[src/rtl/mem_access_unit_pkg.sv]
// Shared MEM-stage definitions: FSM encoding, datapath width and stall-vector bit indices.
package mem_access_unit_pkg;

    localparam int unsigned DATA_W    = 32;
    localparam int unsigned STALL_MEM = 3;
    localparam int unsigned STALL_WB  = 4;

    typedef enum logic [1:0] {
        IDLE = 2'd0,
        REQ  = 2'd1,
        DONE = 2'd2
    } state_e;

endpackage

[src/rtl/mem_access_unit.sv]
// MEM-stage data-memory access unit: one req/ack transaction per load/store, stalls the
// pipeline until completion and holds load data for the MEM/WB register.
module mem_access_unit #(
    parameter int unsigned DATA_W  = mem_access_unit_pkg::DATA_W,
    parameter int unsigned TIMEOUT = 255
) (
    input  logic              clk,
    input  logic              reset,
    input  logic              MemRead_in,
    input  logic              MemWrite_in,
    input  logic [DATA_W-1:0] ALURes_in,
    input  logic [DATA_W-1:0] OP2_in,
    input  logic              stall_hold,
    output logic              dm_req,
    output logic              dm_we,
    output logic [DATA_W-1:0] dm_addr,
    output logic [DATA_W-1:0] dm_wdata,
    input  logic              dm_ack,
    input  logic [DATA_W-1:0] dm_rdata,
    output logic              stallreq_mem,
    output logic [DATA_W-1:0] mem_rdata_out,
    output logic              mem_err
);

    import mem_access_unit_pkg::*;

    state_e     r_state;
    logic [7:0] r_cnt;
    logic       w_access;
    logic       w_is_wr;
    logic       w_aligned;

    assign w_access  = MemRead_in | MemWrite_in;
    assign w_is_wr   = MemWrite_in;
    assign w_aligned = (ALURes_in[1:0] == 2'b00);

    // Gated by reset so the stall controller never sees a request while reset is held.
    assign stallreq_mem = reset &&
                          (((r_state == IDLE) && w_access && w_aligned) || (r_state == REQ));

    always_ff @(posedge clk or negedge reset) begin
        if (!reset) begin
            r_state       <= IDLE;
            r_cnt         <= 8'd0;
            dm_req        <= 1'b0;
            dm_we         <= 1'b0;
            dm_addr       <= '0;
            dm_wdata      <= '0;
            mem_rdata_out <= '0;
            mem_err       <= 1'b0;
        end else begin
            mem_err <= 1'b0;
            unique case (r_state)
                IDLE: begin
                    if (w_access && w_aligned) begin
                        dm_req   <= 1'b1;
                        dm_we    <= w_is_wr;
                        dm_addr  <= ALURes_in;
                        dm_wdata <= OP2_in;
                        r_cnt    <= 8'd0;
                        r_state  <= REQ;
                    end else if (w_access) begin
                        // Misaligned access is dropped; the instruction continues as a NOP.
                        mem_err <= 1'b1;
                    end
                end
                REQ: begin
                    if (dm_ack) begin
                        dm_req <= 1'b0;
                        if (!dm_we) begin
                            mem_rdata_out <= dm_rdata;
                        end
                        r_state <= DONE;
                    end else if (r_cnt == 8'(TIMEOUT - 1)) begin
                        dm_req        <= 1'b0;
                        mem_err       <= 1'b1;
                        mem_rdata_out <= '0;
                        r_state       <= DONE;
                    end else begin
                        r_cnt <= r_cnt + 8'd1;
                    end
                end
                DONE: begin
                    if (!stall_hold) begin
                        r_state <= IDLE;
                    end
                end
                default: r_state <= IDLE;
            endcase
        end
    end

endmodule

[config.mk]
export PLATFORM = sky130hd
export DESIGN_NAME = mem_access_unit
export DESIGN_NICKNAME = d
export VERILOG_FILES = /design/src/rtl/mem_access_unit_pkg.sv /design/src/rtl/mem_access_unit.sv
export SDC_FILE = /design/constraint.sdc
export NUM_CORES = 1
export LEC_CHECK = 0
export BUFFER_PORTS_ARGS = -buffer_cell sky130_fd_sc_hd__buf_2
export CAP_MARGIN = 0
export CORE_MARGIN = 2
export CORE_UTILIZATION = 25
export DETAILED_ROUTE_END_ITERATION = 8
export GPL_TIMING_DRIVEN = 0
export SLEW_MARGIN = 20
export SYNTH_ARGS = -nofsm -noshare
export SYNTH_HDL_FRONTEND = slang
export SYNTH_SLANG_ARGS = --single-unit
[constraint.sdc]
create_clock -name clk -period 3.45 [get_ports clk]
set_input_delay 1.035 -clock clk [delete_from_list [all_inputs] [get_ports clk]]
set_output_delay 1.035 -clock clk [all_outputs]
set_load 0.1 [all_outputs]
==> results.md <==
- Status: completed
- Max frequency: between 300 and 400 MHz
- RR Endpoint: dm_addr[4]$_DFFE_PN0P_
- Post-synth EDFFs: 0
- Pre-CTS WS: -0.0747 ns
- Total setup buffers inserted after CTS: 0
- Synth warn: 0
- Worst Reg-to-Reg Cells: 5
- CTS tree: done
- Slew margin rel.: 49.8%
- CP Data Arrival Time: about 2.2 ns
- DRC Markers: 0
- Wl on met1: around 5000 um
- Post-detailed-route count of antenna-violating nets: 0
- Synthesized cell area: 4250 um^2
- Setup-failing EPs final: 0
- Share of layout cells above drive strength 1: 36.9%
- First-pass DRT Iterations: 4
- CP bufs+invs: 3
- Post-layout instance area: 5930 um^2
- Post-synth top flop: dfrtp_1
- Vias in the first global route: about 3,600
- Worst-path cell with the longest stage delay: buf_4
- Share of flip-flops with an asynchronous set or reset: 100%
- Cts bufs inserted: 9
- Slew Viols, Final: 0
- Clock transition at the registers of the reported paths: about 0.070 ns
- Sequential area share after synthesis: between 60 and 70%
- Largest net degree at the start of global routing: approximately 80
- Synth top area cells: dfrtp_1 (64%), nand2_1 (17%), a22o_1 (6.8%), buf_6 (2.1%), nand3_1 (1.1%)
- Total negative slack: 0 ns
- Routed WL: between 10,000 and 15,000 um
- Gr ovfl total: 0
- Nets@finish: 730
- CP max FO: 39
- CP max stage delay: 0.31 ns
- Total number of vias: approximately 3,600
- Input/output buffers: 201
- HP Class: flop to flop
- HPWL Detailed: roughly 7900 um
- Final worst slack: around 0.25 ns
- RSZ-0062 raised after global routing: false
- Family with the most delay on the worst path: buffers and inverters
- Final Skew: 0.00549 ns
- Critical path, cell by cell: buf_6 > buf_16 > nor3b_4 > buf_4
- Die H: roughly 130 um
- Antenna Cells: 0
- Area growth, synth to finish: 39.6%
- Total GRT Usage: between 10 and 15%
- Root buffer cell: clkbuf_16
- Die area: around 18,000 um^2
- Unique cell type count in the Yosys netlist: 34
- Final Hold Vio Count: 0
- Max_cap viols: 0
- Worst hold margin: 0.466 ns
- Initial core utilization: 25.6%
- Crit path launch: reset
- R2R Setup Slk: between 1 and 1.5 ns
- CTS Sinks: roughly 110
- Worst setup SP type: input pin
- Reg2reg start: r_state[1]$_DFFE_PN0P_
- Htree depth: 3
- Clock latency at the later pin of the worst-skew pair: ~0.35 ns
- Io pins: 202
- Cell count after synthesis: 412
- Placed Instance Area: 5570 um^2
- Register bit total from synthesis: 109
- Min Clock Period, post-route: approximately 3.2 ns
- Crit share post-route: 92.8%
- Worst hold path startpoint: dm_wdata[10]$_DFFE_PN0P_
- Die X: around 130 um
- Metal3 WL: around 900 um
- Worst slew pin tran: roughly 0.75 ns
- Initial antenna violation count: 0
- Drt initial violations: between 90 and 100
- Syn_area_per_cell: roughly 10 um^2
- Num rows: 47
- Syn nets: slightly above 500
- Met2 wire length: between 4000 and 5000 um
- Core ar.: roughly 17,000 um^2
- Biggest area consumer among synthesized cells: dfrtp_1
- Avg WL per Cell: around 13 um
- Most common cell after layout, fill and taps aside: buf_2
- Instance count on the critical path: 4
- Crit. End Element: output port
- Global-route wire length before repair: 17,800 um
- Crit path kind: input pin to output port
- CP Data Required Time: between 2 and 2.5 ns
- Most frequent cells in the layout: buf_2 (200), nand2_1 (195), dfrtp_1 (109), a22o_1 (33), clkbuf_1 (13)
- Highest Signal Layer: met4
- Crit path capture: stallreq_mem
- Routability Congestion: roughly 0.8
- Longest Clk Path Bufs: 2
- Top-area cell type share of the netlist area: between 60 and 70%
- Via density: roughly 4.2
## layer usage
| metal | GRT usage (%) | vias to the layer above |
|---|---|---|
| li1 | - | 1778 |
| met1 | 16.4 | 1663 |
| met2 | 18.8 | 135 |
| met3 | 3.89 | 16 |
| met4 | 5.38 | 0 |
| met5 | 0 | - |
## worst min-delay path by stage
stage,cells after the start,endpoint
after floorplan,1,r_cnt[7]$_DFFE_PN0P_
after global placement,2,dm_wdata[6]$_DFFE_PN0P_
after detailed placement,2,dm_addr[20]$_DFFE_PN0P_
after CTS,2,dm_wdata[10]$_DFFE_PN0P_
after global routing,2,dm_wdata[27]$_DFFE_PN0P_
final,2,dm_wdata[10]$_DFFE_PN0P_
## tightest hold or removal path, cell delays in order (launching register included)
cell and delay, ns:
dfrtp_1 0.34, nand2_1 0.05, nand2_1 0.05
## area by class of cell
cell class | count | area [um^2]
buffer | 21 | 140
clock buffer | 11 | 243
clock inverter | 5 | 83.8
fill | 1741 | 10700
inverter | 1 | 3.75
multi-input combinational | 281 | 1390
sequential | 109 | 2730
tap | 220 | 275
timing repair buffer | 203 | 1070
## timing repair
item                       4_1_cts  5_1_grt
cloned                           0        1
hold buffers                     0        0
setup endpoints to repair        1        1
pin swaps                        0        0
gates resized for setup          1        0
## flip-flops by register name, summed over array words and instances, names as in the netlist
register,count
dm_addr,32
dm_req,1
dm_wdata,32
dm_we,1
mem_err,1
mem_rdata_out,32
r_cnt,8
r_state,2
## metrics by stage
| step | util [%] | instances |
|---|---|---|
| after detailed placement | 33.6 | 834 |
| after global routing | 35.7 | 851 |
| after floorplan | - | 412 |
| final | 35.7 | 851 |
| after global placement | 33.4 | 833 |
| after CTS | 35.6 | 850 |
## cell families after synthesis
logic type               synth area share [%]
flip-flops                               64.2
AO/OA/AOI/OAI                            9.57
XOR/XNOR                                0.206
adder cells (fa/ha/maj)                 0.589
AND/OR/NAND/NOR                          22.0
buffers and inverters                    3.39
## synth_stat cells (all sizes together), types with 2 or more instances
cell and instances:
clkbuf 12, or3 2, o2bb2ai 2, buf 9
a21oi 2, and2 2, nor2 6, a22o 33
nand2b 2, o21ai 8, nor3b 2, nand2 195
or4 2, dfrtp 109, nor2b 2, nand3 10
ha 2
Power is left out: the tool's default activity adds up to more than one toggle a clock period on the data nets, which glitch-free logic cannot reach.
